--- config.mk ---
export PLATFORM = sky130hd
export DESIGN_NAME = dot_accum
export DESIGN_NICKNAME = d
export VERILOG_FILES = /design/src/rtl/dot_accum_pkg.sv /design/src/rtl/dot_accum_add.sv /design/src/rtl/dot_accum.sv
export SDC_FILE = /design/constraint.sdc
export NUM_CORES = 1
export LEC_CHECK = 0
export ABC_AREA = 1
export BUFFER_PORTS_ARGS = -buffer_cell sky130_fd_sc_hd__buf_2
export CORE_MARGIN = 3
export CORE_UTILIZATION = 54
export CTS_CLUSTER_DIAMETER = 60
export DETAILED_ROUTE_END_ITERATION = 8
export PLACE_DENSITY = 0.78
export SYNTH_ARGS = -nofsm -noshare
export SYNTH_HDL_FRONTEND = slang
export SYNTH_HIERARCHICAL = 1
export SYNTH_SLANG_ARGS = --single-unit
--- constraint.sdc ---
create_clock -name clk -period 2.1 [get_ports clk]
set_input_delay 0 -clock clk [delete_from_list [all_inputs] [get_ports clk]]
set_output_delay 0 -clock clk [all_outputs]
set_load 0.02 [all_outputs]
--- src/rtl/dot_accum_pkg.sv ---
`default_nettype none
// ============================================================================
//  Module   : dot_accum_pkg
//  Purpose  : Shared types and default constants for the dot-product
//             accumulator (state encoding, default N / G / CNT_W / TMO).
//  Ports    : none (package)
//  Revision : 1.0 - initial release
// ============================================================================
package dot_accum_pkg;

  localparam int DEF_N       = 4;   // operand width
  localparam int DEF_G       = 4;   // accumulator guard bits
  localparam int DEF_CNT_W   = 8;   // element-count width
  localparam int TMO_MARGIN  = 4;   // multiply timeout slack beyond N cycles
  localparam int DEF_TMO     = DEF_N + TMO_MARGIN;

  typedef enum logic [1:0] {
    IDLE  = 2'd0,
    ISSUE = 2'd1,
    WAIT  = 2'd2,
    OUT   = 2'd3
  } state_t;

endpackage
`default_nettype wire

--- src/rtl/dot_accum_add.sv ---
`default_nettype none
// ============================================================================
//  Module   : dot_accum_add
//  Purpose  : W-bit accumulator adder with carry detection. When the build
//             macro DOT_ACCUM_SAT_EN is defined, any overflow clamps the sum
//             to all-ones; otherwise the sum wraps modulo 2^W.
//  Ports    : a_i       in  W  current accumulator
//             b_i       in  W  addend (zero-extended product)
//             ext_ovf_i in  1  overflow already present in the addend
//             sum_o     out W  new accumulator value
//             ovf_o     out 1  carry out of the add OR ext_ovf_i
//  Revision : 1.0 - initial release
// ============================================================================
module dot_accum_add #(
  parameter int W = 12
) (
  input  logic [W-1:0] a_i,
  input  logic [W-1:0] b_i,
  input  logic         ext_ovf_i,
  output logic [W-1:0] sum_o,
  output logic         ovf_o
);

  logic [W:0] full_sum;

  assign full_sum = {1'b0, a_i} + {1'b0, b_i};
  assign ovf_o    = full_sum[W] | ext_ovf_i;

`ifdef DOT_ACCUM_SAT_EN
  // Once clamped, every later non-zero add carries again, so the
  // accumulator stays pinned at all-ones until it is cleared.
  assign sum_o = ovf_o ? {W{1'b1}} : full_sum[W-1:0];
`else
  assign sum_o = full_sum[W-1:0];
`endif

endmodule
`default_nettype wire

--- src/rtl/dot_accum.sv ---
`default_nettype none
// ============================================================================
//  Module   : dot_accum
//  Purpose  : Streams (a,b) element pairs to an external shift-add
//             multiplier and accumulates the products into a dot product.
//             Build macro DOT_ACCUM_SAT_EN selects a saturating accumulator
//             (default: wrapping).
//  Ports    : clk, rst_n                 clock, synchronous active-low reset
//             in_valid/in_ready          element handshake
//             in_a, in_b, in_last        operands and end-of-vector flag
//             mul_load, mul_a, mul_b     multiplier start pulse and operands
//             mul_valid, mul_p, mul_cout multiplier done level and product
//             out_valid/out_ready        result handshake
//             out_sum, out_count         dot product and element count
//             ovf, err                   sticky overflow / timeout flags
//  Revision : 1.0 - initial release
// ============================================================================
module dot_accum
  import dot_accum_pkg::*;
#(
  parameter int N     = DEF_N,
  parameter int G     = DEF_G,
  parameter int CNT_W = DEF_CNT_W,
  parameter int TMO   = N + TMO_MARGIN
) (
  input  logic               clk,
  input  logic               rst_n,
  input  logic               in_valid,
  output logic               in_ready,
  input  logic [N-1:0]       in_a,
  input  logic [N-1:0]       in_b,
  input  logic               in_last,
  output logic               mul_load,
  output logic [N-1:0]       mul_a,
  output logic [N-1:0]       mul_b,
  input  logic               mul_valid,
  input  logic [2*N-1:0]     mul_p,
  input  logic               mul_cout,
  output logic               out_valid,
  input  logic               out_ready,
  output logic [2*N+G-1:0]   out_sum,
  output logic [CNT_W-1:0]   out_count,
  output logic               ovf,
  output logic               err
);

  localparam int ACC_W = 2 * N + G;
  localparam int WC_W  = $clog2(TMO + 1);

  state_t             state_q, state_d;
  logic [N-1:0]       a_q, a_d, b_q, b_d;
  logic               last_q, last_d;
  logic [ACC_W-1:0]   acc_q, acc_d;
  logic [CNT_W-1:0]   cnt_q, cnt_d;
  logic               ovf_q, ovf_d, err_q, err_d;
  logic [WC_W-1:0]    wcnt_q, wcnt_d;

  logic [ACC_W-1:0]   prod_ext;
  logic [ACC_W-1:0]   add_sum;
  logic               add_ovf;

  assign prod_ext = ACC_W'(mul_p);

  dot_accum_add #(.W(ACC_W)) u_add (
    .a_i       (acc_q),
    .b_i       (prod_ext),
    .ext_ovf_i (mul_cout),
    .sum_o     (add_sum),
    .ovf_o     (add_ovf)
  );

  // Operands come straight from the latch registers, which only change in
  // IDLE, so they are stable for the whole ISSUE/WAIT window.
  assign mul_a     = a_q;
  assign mul_b     = b_q;
  assign out_sum   = acc_q;
  assign out_count = cnt_q;
  assign ovf       = ovf_q;
  assign err       = err_q;

  always_comb begin
    state_d   = state_q;
    a_d       = a_q;
    b_d       = b_q;
    last_d    = last_q;
    acc_d     = acc_q;
    cnt_d     = cnt_q;
    ovf_d     = ovf_q;
    err_d     = err_q;
    wcnt_d    = wcnt_q;
    in_ready  = 1'b0;
    mul_load  = 1'b0;
    out_valid = 1'b0;

    case (state_q)
      IDLE: begin
        in_ready = 1'b1;
        if (in_valid) begin
          a_d     = in_a;
          b_d     = in_b;
          last_d  = in_last;
          state_d = ISSUE;
        end
      end

      ISSUE: begin
        mul_load = 1'b1;
        wcnt_d   = '0;
        state_d  = WAIT;
      end

      WAIT: begin
        wcnt_d = wcnt_q + WC_W'(1);
        // mul_valid still shows the previous "idle" level on the first
        // WAIT cycle, so it is only trusted from the second cycle on.
        if (mul_valid && (wcnt_q != '0)) begin
          acc_d   = add_sum;
          cnt_d   = cnt_q + CNT_W'(1);
          if (add_ovf) begin
            ovf_d = 1'b1;
          end
          state_d = last_q ? OUT : IDLE;
        end else if (wcnt_q == WC_W'(TMO - 1)) begin
          err_d   = 1'b1;
          acc_d   = '0;
          cnt_d   = '0;
          state_d = IDLE;
        end
      end

      OUT: begin
        out_valid = 1'b1;
        if (out_ready) begin
          acc_d   = '0;
          cnt_d   = '0;
          ovf_d   = 1'b0;
          err_d   = 1'b0;
          state_d = IDLE;
        end
      end

      default: state_d = IDLE;
    endcase
  end

  always_ff @(posedge clk) begin
    if (!rst_n) begin
      state_q <= IDLE;
      a_q     <= '0;
      b_q     <= '0;
      last_q  <= 1'b0;
      acc_q   <= '0;
      cnt_q   <= '0;
      ovf_q   <= 1'b0;
      err_q   <= 1'b0;
      wcnt_q  <= '0;
    end else begin
      state_q <= state_d;
      a_q     <= a_d;
      b_q     <= b_d;
      last_q  <= last_d;
      acc_q   <= acc_d;
      cnt_q   <= cnt_d;
      ovf_q   <= ovf_d;
      err_q   <= err_d;
      wcnt_q  <= wcnt_d;
    end
  end

endmodule
`default_nettype wire

## Word level (Yosys, flattened, before mapping)

Cells that the tools add are included.

- Register bits after elaboration: 37
- Input bits: 23
- Output and inout bits: 33

- Add/sub/neg operators: 3
- Equality and inequality tests: 11
- Muxes and demuxes: 25
- Bitwise operators: 1
- Reduce and logical (&&, ||, !) cells: 10

Operators with widths:

| operator | count |
|---|---|
| $mux W12 | 3 |
| $mux W8 | 3 |
| $pmux W12 S2 | 1 |
| $pmux W8 S2 | 1 |
| $add A12 B8 Y13 | 1 |
| $ne A2 B2 Y1 const B | 6 |
| $mux W2 | 5 |
| $add A8 B1 Y8 const B | 1 |
| $mux W1 | 8 |
| $pmux W2 S4 | 1 |
| $pmux W4 S2 | 1 |
| $reduce_and A4 Y1 | 2 |
| $reduce_and A3 Y1 | 2 |
| $add A4 B1 Y4 const B | 1 |
| $eq A2 B2 Y1 const B | 2 |
| $eq A4 B3 Y1 const B | 1 |
| $pmux W1 S2 | 2 |
| $reduce_bool A2 Y1 | 2 |
| $reduce_bool A4 Y1 | 1 |
| $ne A3 B3 Y1 const B | 1 |
| $eq A2 B1 Y1 const B | 1 |
| $logic_not A2 Y1 | 1 |
| $reduce_and A2 Y1 | 1 |
| $logic_and A1 B1 Y1 | 1 |
| $or A1 B1 Y1 | 1 |

## Depth between registers and ports, before layout

- Depth after elaboration: 5
- Depth in mapped cells: 13
- Mapped depth without buffers: 13

## Modules after synthesis

Netlist, hierarchy kept.

By module, submodules not included:

| module | times used | cells each | area an instance (sq um) | sequential area each (sq um) |
|---|---|---|---|---|
| dot_accum | 1 | 276 | 1850.5 | 740.7 |
| dot_accum_add | 1 | 124 | 659.4 | 0.0 |

## Worst setup path after synthesis

Ideal clock, no wire load.

- Path type: flip-flop to flip-flop
- From: register acc_q[0] (netlist: out_sum[0])
- To: register ovf_q (netlist: ovf)
- Library setup time: 0.115 ns
- Arrival: 1.753 ns
- Required time: 1.985 ns
- Path slack: 0.232 ns
- Cell stages (with the launch flop): 13
- Path buffers: 0
- Clock period less this slack: 1.868 ns
- Cell sequence: dfxtp_1 -> ha_1 -> fa_1 -> nand2_1 -> nand3_1 -> nand3_1 -> nand2_1 -> nand2_1 -> nand3_1 -> nand3_1 -> nand2_1 -> a21oi_1 -> nor2_1

- Longest elaborated chain between the ends: 4

RTL lines:

| what | line | text |
|---|---|---|
| start: declaration | dot_accum.sv:53 | `logic [ACC_W-1:0] acc_q, acc_d;` |
| start signal: assignment | dot_accum.sv:152 | `acc_q <= '0;` |
| start signal: assignment | dot_accum.sv:162 | `acc_q <= acc_d;` |
| $add A12 B8 Y13 | dot_accum_add.sv:26 | `assign full_sum = {1'b0, a_i} + {1'b0, b_i};` |
| $or A1 B1 Y1 | dot_accum_add.sv:27 | `assign ovf_o = full_sum[W] \| ext_ovf_i;` |
| via add_ovf | dot_accum.sv:60 | `logic add_ovf;` |
| $ne A2 B2 Y1 (no source line) | n/a |  |
| $reduce_and A4 Y1 (no source line) | n/a |  |
| end signal: assignment | dot_accum.sv:164 | `ovf_q <= ovf_d;` |
| end: declaration | dot_accum.sv:55 | `logic ovf_q, ovf_d, err_q, err_d;` |

The timed path passes the listed nets, and every way through them passes these cells.
A chain may end at the register's enable or synchronous reset.

## Worst setup path after layout

Ends and elaborated chain as after synthesis.

==> impl_results.rst <==
.. list-table::
   :header-rows: 1

   * - Metric
     - Value
   * - Netlist Area Pre-Place
     - 0.002510 mm²
   * - Switching power summed over all nets
     - 1.787 mW
   * - Number of enable-type register cells in the synthesized netlist
     - 0
   * - Starting Density
     - 0.5686
   * - Clk_skew
     - 0.002757 ns
   * - Fmax achieved
     - 0.5327 GHz
   * - Initial drt markers
     - 135
   * - Worst-case vdd ir drop
     - 0.7165 mV
   * - Placement Rows
     - 24
   * - DIE AREA
     - 0.005502 mm²
   * - Mean post-synth cell area
     - 6.275 µm²
   * - Final-report max-slew violation count
     - 0
   * - Clock network latency to the later pin of the worst-skew pair
     - 0.29 ns
   * - Wire length per cell after detailed routing
     - 10.75 µm
   * - Fraction of the yosys area taken by sequential cells
     - 0.2951
   * - Post-layout instance count excluding filler cells
     - 519
   * - Die outline width
     - 74.18 µm
   * - Proportion of layout cells with a drive suffix above 1
     - 0.1649
   * - Global-route wire length before repair
     - 9936 µm
   * - Instance count along the most critical hold path
     - 6
   * - Critical register-to-register path endpoint
     - ovf
   * - Power Density
     - 1242 mW/mm²
   * - Maximum number of pins on one net before global-route repair
     - 36
   * - Clock group share of total power
     - 0.142
   * - Number of buffers on the longest clock path
     - 2
   * - Outcome
     - finished clean
   * - Net switching share of the total power
     - 0.4807
   * - Crit path arrival time
     - 2.12 ns
   * - Number of storage elements in the synthesis netlist
     - 37
   * - Number of remaining DRC errors
     - 0
   * - Iteration count of the initial detailed-routing pass
     - 4
   * - Number of nets with antenna violations after routing
     - 0
   * - Ant diodes
     - 0
   * - Top fanout value on the critical path
     - 3
   * - Smallest hold slack
     - roughly 0.14 ns
   * - Via count of the first global-routing pass
     - 2356
   * - Number of sinks driven by the clock tree
     - 37
   * - Number of placed instances with taps included
     - ~500
   * - Gate count of the mapped netlist
     - 400
   * - Post-synth cell types
     - 34
   * - H-tree depth reported by CTS
     - 2
   * - Placer's final routability congestion estimate
     - 0.8591
   * - Worst r2r path cells
     - 13
   * - Static Leakage
     - 1.581 nW
   * - Relative contribution of sequential cells to total power
     - 0.285
   * - Library cell used as clock root buffer
     - sky130_fd_sc_hd__clkbuf_8
   * - Count of vias placed by the detailed router
     - 2565
   * - Overflow left after global routing
     - 0
   * - Inserted Clock Buffers
     - 5
   * - Boundary Pins
     - 56
   * - Class of the worst hold path
     - in2reg
   * - Predominant post-synthesis flop cell
     - sky130_fd_sc_hd__dfxtp_1
   * - Vias/cell
     - 4.942
   * - Ys Warns
     - 6
   * - Critical path type
     - reg2reg
   * - Number of max-cap violations
     - 0
   * - Hold path startpoint
     - mul_p[0]
   * - Clock edge transition at the registers on the reported setup and hold paths
     - 0.08 ns
   * - Overall routing resource usage
     - 0.2247
   * - Worst Max-Slew Pin Slew
     - 0.6326 ns
   * - Share of synthesized flip-flops with an asynchronous set or reset
     - 0
   * - Layout area overhead
     - 19.29%
   * - Combinational power share
     - 0.573
   * - Final setup violation count
     - 0
   * - Worst setup EP type
     - flop
   * - Beginning of the worst register-to-register path
     - out_sum[0]
   * - Sink of the worst hold path
     - out_sum[0]
   * - NumNets Final
     - 511
   * - Initial antenna violation count
     - 0
   * - Worst setup path startpoint
     - out_sum[0]
   * - Critical path startpoint category
     - flop
   * - Total routed wirelength
     - 5578 µm
   * - Core region area
     - around 0.0044 mm²
   * - HPWL reported at the end of detailed placement
     - 4063 µm
   * - Cell-internal power
     - 1.931 mW
   * - Final worst-path cycle share
     - 0.8939
   * - Number of buffers inserted by port buffering
     - 55
   * - Filler cell count
     - 429
   * - Reg2reg setup slack
     - 0.22 ns
   * - Clock tree from TritonCTS
     - done
   * - Die Span Y
     - 74.18 µm
   * - Crit path required time
     - 2.34 ns
   * - Period minus WS final
     - about 1.9 ns
   * - Worst slew margin
     - 0.5783
   * - Total count of hold-check failures in the final report
     - 0
## cell usage after synthesis, types with 2 or more instances
library cell,instances,area share
sky130_fd_sc_hd__nand2_1,132,0.20
sky130_fd_sc_hd__nor2_1,73,0.11
sky130_fd_sc_hd__inv_1,43,0.064
sky130_fd_sc_hd__dfxtp_1,37,0.30
sky130_fd_sc_hd__nand3_1,27,0.054
sky130_fd_sc_hd__ha_1,20,0.10
sky130_fd_sc_hd__a21oi_1,13,0.026
sky130_fd_sc_hd__o21ai_0,12,0.024
sky130_fd_sc_hd__xor2_1,5,0.017
sky130_fd_sc_hd__nand4_1,4,0.010
sky130_fd_sc_hd__buf_6,3,0.013
sky130_fd_sc_hd__nor2_2,3,0.0075
sky130_fd_sc_hd__nor3_1,3,0.0060
sky130_fd_sc_hd__and2_1,2,0.0050
sky130_fd_sc_hd__buf_4,2,0.0060
sky130_fd_sc_hd__clkbuf_1,2,0.0030
sky130_fd_sc_hd__nand2_4,2,0.0090
## flip-flops by register name (all words and copies together), names as in the netlist, 2 cells and up
name       count
mul_a          4
mul_b          4
out_count      8
out_sum       12
state_q        2
wcnt_q         4
## layout make-up
cell class / count / area [µm²] / share of cell area
well taps: 52 / 65.06 / 0.02173
clock inverters: 1 / 7.507 / 0.002507
repair buffers: 67 / 387.9 / 0.1295
flip-flops and latches: 37 / 740.7 / 0.2474
inverters: 45 / 168.9 / 0.05641
multi-input cells: 311 / 1541 / 0.5148
clock buffers: 6 / 82.58 / 0.02758
## layer usage
layer / up-vias / wire, µm / track usage
met5: - / 0 / 0
met1: 1128 / 2602 / 0.2786
met3: 6 / 351 / 0.05541
met4: 0 / 53 / 0.06237
met2: 63 / 2570 / 0.3868
li1: 1368 / - / -
## critical path, stage by stage (launching register included)
cell and delay (ns):
sky130_fd_sc_hd__dfxtp_1 0.33, sky130_fd_sc_hd__ha_1 0.25, sky130_fd_sc_hd__fa_2 0.39, sky130_fd_sc_hd__nand2_1 0.08, sky130_fd_sc_hd__nand3_1 0.08, sky130_fd_sc_hd__nand3_1 0.10, sky130_fd_sc_hd__nand2_1 0.07, sky130_fd_sc_hd__nand2_1 0.06
sky130_fd_sc_hd__nand3_1 0.08, sky130_fd_sc_hd__nand3_1 0.09, sky130_fd_sc_hd__nand2_1 0.06, sky130_fd_sc_hd__nand3_1 0.08, sky130_fd_sc_hd__nand2_1 0.05, sky130_fd_sc_hd__nor2_1 0.09
## power by group through the flow
stage | clock network [mW] | logic, mW | registers (mW)
2_1_floorplan | 0 | 1.45 | 1.27
3_3_place_gp | 0 | 2.06 | 1.07
3_5_place_dp | 0 | 2.09 | 1.08
4_1_cts | 0.546 | 2.11 | 1.06
5_1_grt | 0.571 | 2.44 | 1.09
6_report | 0.529 | 2.13 | 1.06
## how the worst max path moves through the flow
stage	depth (start not counted)	end	slack [ns]
2_1_floorplan	12	ovf	0.23
3_3_place_gp	12	ovf	0.25
3_5_place_dp	12	ovf	0.15
4_1_cts	13	ovf	0.14
5_1_grt	13	ovf	-0.008
6_report	13	ovf	0.22
## repair_timing
action	4_1_cts	5_1_grt
hold buffers	9	0
buffers inserted	0	1
resized for setup	0	1
setup endpoints to repair	0	1
endpoints found under the hold margin	9	0
## logic make-up after synthesis
group,share of synthesized area
other cells,0.001494
fa+ha+maj,0.1077
flops,0.2951
simple gates,0.4138
compound gates,0.06481
xor+xnor,0.02094
buf+inv,0.09620
## layout by cell type (no fill, tap or decap)
master / synthesis / final
sky130_fd_sc_hd__dlygate4sd3_1: 0 / 9
sky130_fd_sc_hd__inv_2: 1 / 1
sky130_fd_sc_hd__fa_2: 0 / 1
sky130_fd_sc_hd__o21ai_1: 1 / 1
sky130_fd_sc_hd__a211oi_1: 1 / 1
sky130_fd_sc_hd__nor2_1: 73 / 73
sky130_fd_sc_hd__dfxtp_1: 37 / 37
sky130_fd_sc_hd__nand2_4: 2 / 2
sky130_fd_sc_hd__nand4_1: 4 / 4
sky130_fd_sc_hd__nand3_1: 27 / 27
sky130_fd_sc_hd__nor2_2: 3 / 3
sky130_fd_sc_hd__nor3_1: 3 / 3
sky130_fd_sc_hd__nand3_2: 1 / 1
sky130_fd_sc_hd__nand2_2: 1 / 1
sky130_fd_sc_hd__o21ai_2: 1 / 1
sky130_fd_sc_hd__a21oi_4: 1 / 1
sky130_fd_sc_hd__ha_1: 20 / 20
sky130_fd_sc_hd__xnor2_1: 1 / 1
sky130_fd_sc_hd__nor4_1: 1 / 1
sky130_fd_sc_hd__xor2_1: 5 / 5
sky130_fd_sc_hd__clkinvlp_4: 0 / 1
sky130_fd_sc_hd__inv_1: 43 / 43
sky130_fd_sc_hd__clkbuf_8: 0 / 6
sky130_fd_sc_hd__nor2_4: 1 / 1
sky130_fd_sc_hd__conb_1: 1 / 4
sky130_fd_sc_hd__buf_2: 1 / 55
sky130_fd_sc_hd__buf_4: 2 / 3
sky130_fd_sc_hd__a21oi_1: 13 / 13
sky130_fd_sc_hd__or2_1: 1 / 1
sky130_fd_sc_hd__and2_1: 2 / 2
sky130_fd_sc_hd__nand2_1: 132 / 132
sky130_fd_sc_hd__clkinv_1: 1 / 1
sky130_fd_sc_hd__o21ai_0: 12 / 12
## per-stage QoR
step / total power, mW / TNS, ns / worst slack, ns / area, µm² / utilization
5_1_grt: 4.099 / -0.007865 / -0.007865 / 2994 / 0.6783
3_5_place_dp: 3.165 / 0 / 0.1545 / 2804 / 0.6352
3_3_place_gp: 3.130 / 0 / 0.2498 / 2804 / 0.6352
2_1_floorplan: 2.722 / 0 / 0.2325 / 2521 / -
6_report: 3.718 / 0 / 0.2229 / 2994 / 0.6783
4_1_cts: 3.720 / 0 / 0.1444 / 2984 / 0.6760
Note: power is estimated with default switching activity, not from simulation.
